--- src/rtl/alu_arbiter.sv ---
// Two-port arbiter in front of one external combinational ALU; one operation in flight.
// Define ALU_ARB_RR_EN for round-robin arbitration; the default build uses fixed priority to port 0.
module alu_arbiter (
  input  logic        clk,
  input  logic        reset,
  input  logic        req0_valid,
  output logic        req0_ready,
  input  logic [31:0] req0_a,
  input  logic [31:0] req0_b,
  input  logic [2:0]  req0_ctrl,
  input  logic        req1_valid,
  output logic        req1_ready,
  input  logic [31:0] req1_a,
  input  logic [31:0] req1_b,
  input  logic [2:0]  req1_ctrl,
  output logic        rsp0_valid,
  input  logic        rsp0_ready,
  output logic [31:0] rsp0_result,
  output logic [3:0]  rsp0_flags,
  output logic        rsp0_err,
  output logic        rsp1_valid,
  input  logic        rsp1_ready,
  output logic [31:0] rsp1_result,
  output logic [3:0]  rsp1_flags,
  output logic        rsp1_err,
  output logic [31:0] alu_a,
  output logic [31:0] alu_b,
  output logic [2:0]  alu_ctrl,
  input  logic [31:0] alu_result,
  input  logic [3:0]  alu_flags
);

  localparam int DATA_W = 32;
  localparam int CTRL_W = 3;
  localparam int FLAG_W = 4;

  typedef enum logic [1:0] {IDLE = 2'd0, EXEC = 2'd1, RESP = 2'd2} state_e;

  state_e            state_q, state_d;
  logic [DATA_W-1:0] op_a_q, op_a_d, op_b_q, op_b_d;
  logic [CTRL_W-1:0] op_ctrl_q, op_ctrl_d;
  logic              owner_q, owner_d;
  logic [DATA_W-1:0] res0_q, res0_d, res1_q, res1_d;
  logic [FLAG_W-1:0] flg0_q, flg0_d, flg1_q, flg1_d;
  logic              err0_q, err0_d, err1_q, err1_d;
  logic              vld0_q, vld0_d, vld1_q, vld1_d;
`ifdef ALU_ARB_RR_EN
  logic              prio_q, prio_d;
`endif

  logic              grant, grant_idx, rsp_take;
  logic [DATA_W-1:0] cap_res;
  logic [FLAG_W-1:0] cap_flg;
  logic              cap_err;

  function automatic logic ctrl_illegal(input logic [CTRL_W-1:0] c);
    return c[2] & c[1];
  endfunction

  always_comb begin
`ifdef ALU_ARB_RR_EN
    grant_idx = (req0_valid & req1_valid) ? prio_q : ~req0_valid;
`else
    grant_idx = ~req0_valid;
`endif
    grant = (req0_valid | req1_valid) & (state_q == IDLE);
  end

  // Ready is gated by reset so nothing handshakes while reset is held.
  assign req0_ready = reset & grant & ~grant_idx;
  assign req1_ready = reset & grant & grant_idx;

  always_comb begin
    if (ctrl_illegal(op_ctrl_q)) begin
      cap_res = '0;
      cap_flg = '0;
      cap_err = 1'b1;
    end else begin
      cap_res = alu_result;
      cap_flg = alu_flags;
      cap_err = 1'b0;
    end
    rsp_take = owner_q ? rsp1_ready : rsp0_ready;
  end

  always_comb begin
    state_d   = state_q;
    op_a_d    = op_a_q;
    op_b_d    = op_b_q;
    op_ctrl_d = op_ctrl_q;
    owner_d   = owner_q;
    res0_d    = res0_q;
    res1_d    = res1_q;
    flg0_d    = flg0_q;
    flg1_d    = flg1_q;
    err0_d    = err0_q;
    err1_d    = err1_q;
    vld0_d    = vld0_q;
    vld1_d    = vld1_q;
`ifdef ALU_ARB_RR_EN
    prio_d    = prio_q;
`endif
    case (state_q)
      IDLE: begin
        if (grant) begin
          op_a_d    = grant_idx ? req1_a : req0_a;
          op_b_d    = grant_idx ? req1_b : req0_b;
          op_ctrl_d = grant_idx ? req1_ctrl : req0_ctrl;
          owner_d   = grant_idx;
`ifdef ALU_ARB_RR_EN
          prio_d    = ~grant_idx;
`endif
          state_d   = EXEC;
        end
      end
      EXEC: begin
        if (owner_q) begin
          res1_d = cap_res;
          flg1_d = cap_flg;
          err1_d = cap_err;
          vld1_d = 1'b1;
        end else begin
          res0_d = cap_res;
          flg0_d = cap_flg;
          err0_d = cap_err;
          vld0_d = 1'b1;
        end
        state_d = RESP;
      end
      RESP: begin
        if (rsp_take) begin
          vld0_d  = 1'b0;
          vld1_d  = 1'b0;
          state_d = IDLE;
        end
      end
      default: state_d = IDLE;
    endcase
  end

  always_ff @(posedge clk or negedge reset) begin
    if (!reset) begin
      state_q   <= IDLE;
      op_a_q    <= '0;
      op_b_q    <= '0;
      op_ctrl_q <= '0;
      owner_q   <= 1'b0;
      res0_q    <= '0;
      res1_q    <= '0;
      flg0_q    <= '0;
      flg1_q    <= '0;
      err0_q    <= 1'b0;
      err1_q    <= 1'b0;
      vld0_q    <= 1'b0;
      vld1_q    <= 1'b0;
`ifdef ALU_ARB_RR_EN
      prio_q    <= 1'b0;
`endif
    end else begin
      state_q   <= state_d;
      op_a_q    <= op_a_d;
      op_b_q    <= op_b_d;
      op_ctrl_q <= op_ctrl_d;
      owner_q   <= owner_d;
      res0_q    <= res0_d;
      res1_q    <= res1_d;
      flg0_q    <= flg0_d;
      flg1_q    <= flg1_d;
      err0_q    <= err0_d;
      err1_q    <= err1_d;
      vld0_q    <= vld0_d;
      vld1_q    <= vld1_d;
`ifdef ALU_ARB_RR_EN
      prio_q    <= prio_d;
`endif
    end
  end

  assign alu_a       = op_a_q;
  assign alu_b       = op_b_q;
  assign alu_ctrl    = op_ctrl_q;
  assign rsp0_valid  = vld0_q;
  assign rsp0_result = res0_q;
  assign rsp0_flags  = flg0_q;
  assign rsp0_err    = err0_q;
  assign rsp1_valid  = vld1_q;
  assign rsp1_result = res1_q;
  assign rsp1_flags  = flg1_q;
  assign rsp1_err    = err1_q;

endmodule

--- config.mk ---
export PLATFORM = sky130hd
export DESIGN_NAME = alu_arbiter
export DESIGN_NICKNAME = d
export VERILOG_FILES = /design/src/rtl/alu_arbiter.sv
export SDC_FILE = /design/constraint.sdc
export NUM_CORES = 1
export LEC_CHECK = 0
export ABC_CLOCK_PERIOD_IN_PS = 1900
export CAP_MARGIN = 20
export CORE_MARGIN = 2
export CORE_UTILIZATION = 40
export CTS_BUF_LIST = sky130_fd_sc_hd__clkbuf_8
export CTS_CLUSTER_SIZE = 16
export DETAILED_ROUTE_END_ITERATION = 7
export GPL_ROUTABILITY_DRIVEN = 0
export PLACE_DENSITY_LB_ADDON = 0.2
export SETUP_SLACK_MARGIN = 0.5
export SLEW_MARGIN = 40
export SYNTH_ARGS = -nofsm -noshare
export SYNTH_HDL_FRONTEND = slang
export SYNTH_SLANG_ARGS = --single-unit
--- constraint.sdc ---
create_clock -name clk -period 1.9 [get_ports clk]
set_clock_uncertainty 0.15 [all_clocks]
set_input_delay 0.285 -clock clk [delete_from_list [all_inputs] [get_ports clk]]
set_output_delay 0.285 -clock clk [all_outputs]
set_load 0.01 [all_outputs]
==> results of run 1 <==
-- power breakdown --
part	total, mW	switching (mW)	internal [mW]
sequential	5.63	1.01	4.62
combinational	12.1	4.89	7.16
clock	2.99	1.26	1.73
-- cell usage after synthesis (all sizes together) (2+ instances only) --
master / number
o21ai: 77
dfrtp: 146
buf: 17
a21oi: 2
clkbuf: 19
nand3: 3
inv: 2
mux2: 134
nand2: 113
-- worst max-delay path, stage by stage (launching register included) --
cell	delay (ns)
dfrtp_1	0.41
nor2_4	0.15
o21a_4	0.14
and3b_2	0.20
buf_6	0.11
-- flip-flops by register name (all words and copies together), names as in the netlist, 2 cells and up --
register and count:
alu_a 32, alu_b 32, rsp0_result 32, rsp1_result 32, rsp0_flags 4, rsp1_flags 4
alu_ctrl 3, state_q 2
-- layout make-up --
cell class              count  area share, %
repair buffers            477           40.2
well taps                 211           2.18
inverters                   2         0.0621
diodes                      1         0.0207
clock buffers              18           2.05
flip-flops and latches    146           30.2
multi-input cells         336           23.3
clock inverters            13           1.92
-- cell families (layout without fill, tap and decap cells) --
group / count (synthesis) / count (layout) / share of synthesized area, %
and+or+nand+nor: 121 / 121 / 7.52
AOI/OAI and AO/OA: 80 / 80 / 6.39
DFF: 146 / 146 / 57.9
muxes: 135 / 135 / 24.7
other: 0 / 1 / 0
buffers and inverters: 38 / 510 / 3.53
-- per-stage QoR --
step | area, sq um | setup WS [ns] | setup TNS (ns) | hold slack (ns)
global placement | 9750 | -0.175 | -0.470 | 0.160
detailed placement | 9750 | -0.212 | -1.53 | 0.169
finish | 12100 | 0.0107 | 0 | 0.181
CTS | 11000 | -0.0308 | -0.0308 | 0.152
global route | 12100 | -0.0584 | -0.215 | 0.194
floorplan | 6330 | 0.271 | 0 | -0.161
-- what timing repair did --
item / CTS / global route
endpoints found under the setup margin: 287 / 289
hold buffers: 1 / 0
pin swaps: 16 / 2
endpoints found under the hold margin: 146 / 0
buffers inserted: 51 / 66
resized for setup: 790 / 91
cloned: 10 / 17
-- worst max-delay path by stage --
stage / start / end / slack [ns] / depth (start not counted)
2_1_floorplan: state_q[1] / alu_b[10] / 0.27 / 6
3_3_place_gp: req1_valid / req1_ready / -0.17 / 4
3_5_place_dp: req1_valid / req1_ready / -0.21 / 4
5_1_grt: state_q[1] / req1_ready / -0.06 / 4
4_1_cts: state_q[0] / req1_ready / -0.03 / 4
6_report: state_q[1] / req1_ready / 0.01 / 4
-- routing by layer --
metal / part of all wire (%) / vias to the layer above / GRT usage, %
met5: 0 / - / 0
met4: 5.1 / 0 / 12.0
met3: 8.2 / 94 / 7.47
met2: 50 / 341 / 44.6
met1: 37 / 3052 / 28.2
li1: - / 2713 / -
==> results.json, run 1 <==
{
  "status": "finished, final reports clean",
  "route.detailed.drc": 0,
  "antenna_found_initial": 1,
  "rows": 45,
  "fin_util_pct": 78.9,
  "arrival_ns": 1.45,
  "whs_path_depth": 3,
  "hp-class": "input port to register",
  "io_buffers": 320,
  "die_w_microns": 130,
  "clock_sinks": 146,
  "cts_max_path_buffers": 2,
  "track_usage_pct": 25.4,
  "layout_common_cells": "173 x clkdlybuf4s50_1, 146 x dfrtp_1, 104 x buf_4",
  "core_sq_um": 15300,
  "grt_pass1_wl_microns": 32300,
  "netlist_area_sq_um": 6310,
  "reg2reg_from": "state_q[1]",
  "ys_warn_count": 0,
  "crit_type": "register to output port",
  "register_area_sq_um": 3650,
  "grt_setup_unrepaired": "yes",
  "path_clk_slew_ns": 0.08,
  "tightest_slew_ns": 0.656,
  "die_h_microns": 130,
  "grt_pass1_vias": 6106,
  "cts_buffers": 17,
  "max_cap_viol_count": 0,
  "syn_inst": 520,
  "total_power_mw": 20.7,
  "async_flop_share_pct": 100,
  "drtPass1Iterations": 6,
  "cts_max_level": 4,
  "max_freq_mhz": 529,
  "rr_worst_depth": 5,
  "critical_path_required_ns": 1.46,
  "post-place-cells": 1027,
  "layout_commonest_cell": "clkdlybuf4s50_1",
  "r2r-end": "rsp0_result[13]",
  "wire_per_inst_microns": 20.8,
  "syn_nets": 696,
  "hold_path_startpoint": "req0_valid",
  "drv_slew": 0,
  "clockRootBuffer": "clkbuf_8",
  "drive_above_1_share_pct": 52.4,
  "holdPathEnd": "owner_q",
  "synth_largest_area_cell": "dfrtp_1",
  "stdcell_count": 1204,
  "detail-route-antenna-nets": 0,
  "finalHoldViolCount": 0,
  "fin_crit_ns": 1.89,
  "finalSetupViolCount": 0,
  "grt_overflow": 0,
  "dp_hpwl_microns": 13200,
  "cp-start-kind": "register",
  "crit_path_max_fanout": 3,
  "fillers": 912,
  "slew_headroom_pct": 56.3,
  "routed_wl_microns": 25100,
  "crit_path_end_kind": "output port",
  "die_area_sq_um": 16800,
  "ys_top_cells_by_area": "dfrtp_1 58%, mux2_2 22%, nand2_1 6.7%",
  "synth_cell_types": 20,
  "synthToLayoutAreaGrowth_pct": 91.6,
  "avgViaCountPerCell": 5.15,
  "final_nets": 1156,
  "io_pins": 321,
  "synth-main-ff-cell": "dfrtp_1",
  "start_util_pct": 41.2,
  "timing.final.crit_share_pct": 99.4,
  "grt_max_degree": 122,
  "avgSynthCellArea_sq_um": 12.1,
  "dr_total_vias": 6200,
  "vdd_drop_max_mv": 0.717,
  "synth_top_area_share_pct": 57.9,
  "rrSetupSlack_ns": 0.02,
  "insertion_delay_ns": 0.44,
  "multi_input_area_sq_um": 2820,
  "cts_tree": "built",
  "synth_seq_cells": 146,
  "synth_seq_area_share_pct": 57.9,
  "drt_iter0_drc": 386,
  "synth_edf_count": 0,
  "p_leak_nw": 5.80,
  "p_per_area_nw_per_um2": 1710
}
Power figures use the tool's default switching activity.
==> run 2, diff against run 1 <==
- CORE_MARGIN: 2 -> 5
- CTS_BUF_LIST: sky130_fd_sc_hd__clkbuf_8 -> sky130_fd_sc_hd__clkbuf_16
- SLEW_MARGIN: 40 -> 10
==> run 2 against run 1 <==
Compared with the run above:
- wire length down 7.6%
- via count is 6.5% lower
- flip-flop and latch count unchanged
- non-clock buffer count decreased by 40
- first-iteration DRC count fell by 33%
==> results.json, run 2 (same netlist as run 1, synthesis figures left out) <==
{
  "max_freq_mhz": 548,
  "post-place-cells": 1034,
  "cp-start-kind": "register",
  "io_buffers": 320,
  "rows": 46,
  "hp-class": "input port to register",
  "core_sq_um": 15700,
  "clock_sinks": 146,
  "grt_pass1_vias": 5850,
  "layout_common_cells": "173 x clkdlybuf4s50_1, 146 x dfrtp_1, 113 x nand2_1",
  "crit_path_max_fanout": 2,
  "whs_ns": 0.285,
  "cts_tree": "built",
  "fin_crit_ns": 1.82,
  "fin_ws_ns": 0.0761,
  "dp_hpwl_microns": 14400,
  "rrSetupSlack_ns": 0.11,
  "routed_wl_microns": 23200,
  "wire_per_inst_microns": 19.8,
  "slowest_delay_ns": 0.38,
  "whs_path_depth": 3,
  "dr_total_vias": 5794,
  "track_usage_pct": 22.8,
  "r2r-end": "rsp0_result[28]",
  "cpMaxStageDelayCell": "dfrtp_1",
  "io_pins": 321,
  "p_per_area_nw_per_um2": 1680,
  "insertion_delay_ns": 0.41,
  "avgViaCountPerCell": 4.96,
  "cp-endpoint": "req1_ready",
  "vdd_drop_max_mv": 0.791,
  "post-place-ws_ns": -0.189,
  "rr_worst_depth": 6,
  "crit_type": "register to output port",
  "total_power_mw": 19.5,
  "finalHoldViolCount": 0,
  "p_leak_nw": 5.53,
  "finalSetupViolCount": 0,
  "stdcell_count": 1168,
  "die_area_sq_um": 18400,
  "placed_area_sq_um": 9770,
  "grt_setup_unrepaired": "yes",
  "cts_max_level": 4,
  "start_util_pct": 40.3,
  "synthToLayoutAreaGrowth_pct": 83.7,
  "grt_pass1_wl_microns": 32300,
  "grt_overflow": 0,
  "path_clk_slew_ns": 0.06,
  "drive_above_1_share_pct": 45.7,
  "drv_slew": 0,
  "route.detailed.drc": 0,
  "antenna_found_initial": 1,
  "grt_max_degree": 116,
  "diodes": 0,
  "slew_headroom_pct": 57.6,
  "drtPass1Iterations": 4,
  "tightest_slew_ns": 0.637,
  "final_area_sq_um": 11600,
  "final_nets": 1116,
  "fin_util_pct": 74.0,
  "crit_path_end_kind": "output port",
  "die_h_microns": 136,
  "clockRootBuffer": "clkbuf_16",
  "reg2reg_from": "state_q[1]",
  "detail-route-antenna-nets": 0,
  "hold_path_startpoint": "alu_flags[1]",
  "tns_ns": 0,
  "cts_buffers": 17,
  "timing.final.crit_share_pct": 96.0,
  "layout_commonest_cell": "clkdlybuf4s50_1",
  "arrival_ns": 1.39,
  "cp_cell_sequence": "nor2_2, o21a_4, and3b_1, buf_4",
  "drt_iter0_drc": 258,
  "critical_path_required_ns": 1.46,
  "cts_max_path_buffers": 2,
  "max_cap_viol_count": 0,
  "die_w_microns": 136,
  "status": "finished, final reports clean",
  "crit_start": "state_q[0]"
}
[run 2: cell types whose count changed in the layout (fill, tap and decap cells not counted), sizes merged, moves of 2 or more]
cell      before  now
bufinv         6    3
buf          293  256
clkinvlp       1    3
clkbuf        28   23
[run 2: report_power, final]
group	internal, mW	switching, mW	leakage [nW]
registers	4.63	0.943	1.77
logic	6.25	4.30	3.48
clock network	2.05	1.31	0.286
total	12.9	6.56	5.53
[run 2: critical path, delay by kind of cell, from the launching register on]
| family | cells | cell delay, ns |
|---|---|---|
| AO/OA/AOI/OAI | 1 | 0.15 |
| buffers and inverters | 1 | 0.13 |
| flip-flops | 1 | 0.38 |
| AND/OR/NAND/NOR | 2 | 0.31 |
[run 2: repair_timing]
action,in CTS,in global routing
setup endpoints to repair,287,261
gates resized for setup,701,97
hold endpoints to repair,147,0
hold buffers,2,0
pin swaps,2,2
setup buffers,35,45
cloned,11,10
[run 2: worst min path at each step]
| stage | slack [ns] | to |
|---|---|---|
| after floorplan | -0.16 | alu_a[0] |
| after global placement | 0.20 | owner_q |
| after detailed placement | 0.21 | owner_q |
| after CTS | 0.26 | rsp0_flags[2] |
| after global routing | 0.28 | rsp0_flags[2] |
| final | 0.28 | rsp0_flags[1] |
[run 2: area by class of cell]
cell class                      count  area, sq um
Clock inverter                     14          166
Clock buffer                       17          425
Multi-Input combinational cell    336         2680
Fill cell                        1062         4070
Tap cell                          216          270
Timing Repair Buffer              437         4390
Sequential cell                   146         3650
Inverter                            2         7.51
[run 2: per-layer routing]
metal | track usage, % | up-vias | routed length [microns]
met2 | 39.7 | 257 | 11900
met1 | 26.1 | 2846 | 8700
met4 | 9.52 | 2 | 745
li1 | - | 2632 | -
met3 | 6.87 | 57 | 1790
met5 | 0 | - | 11
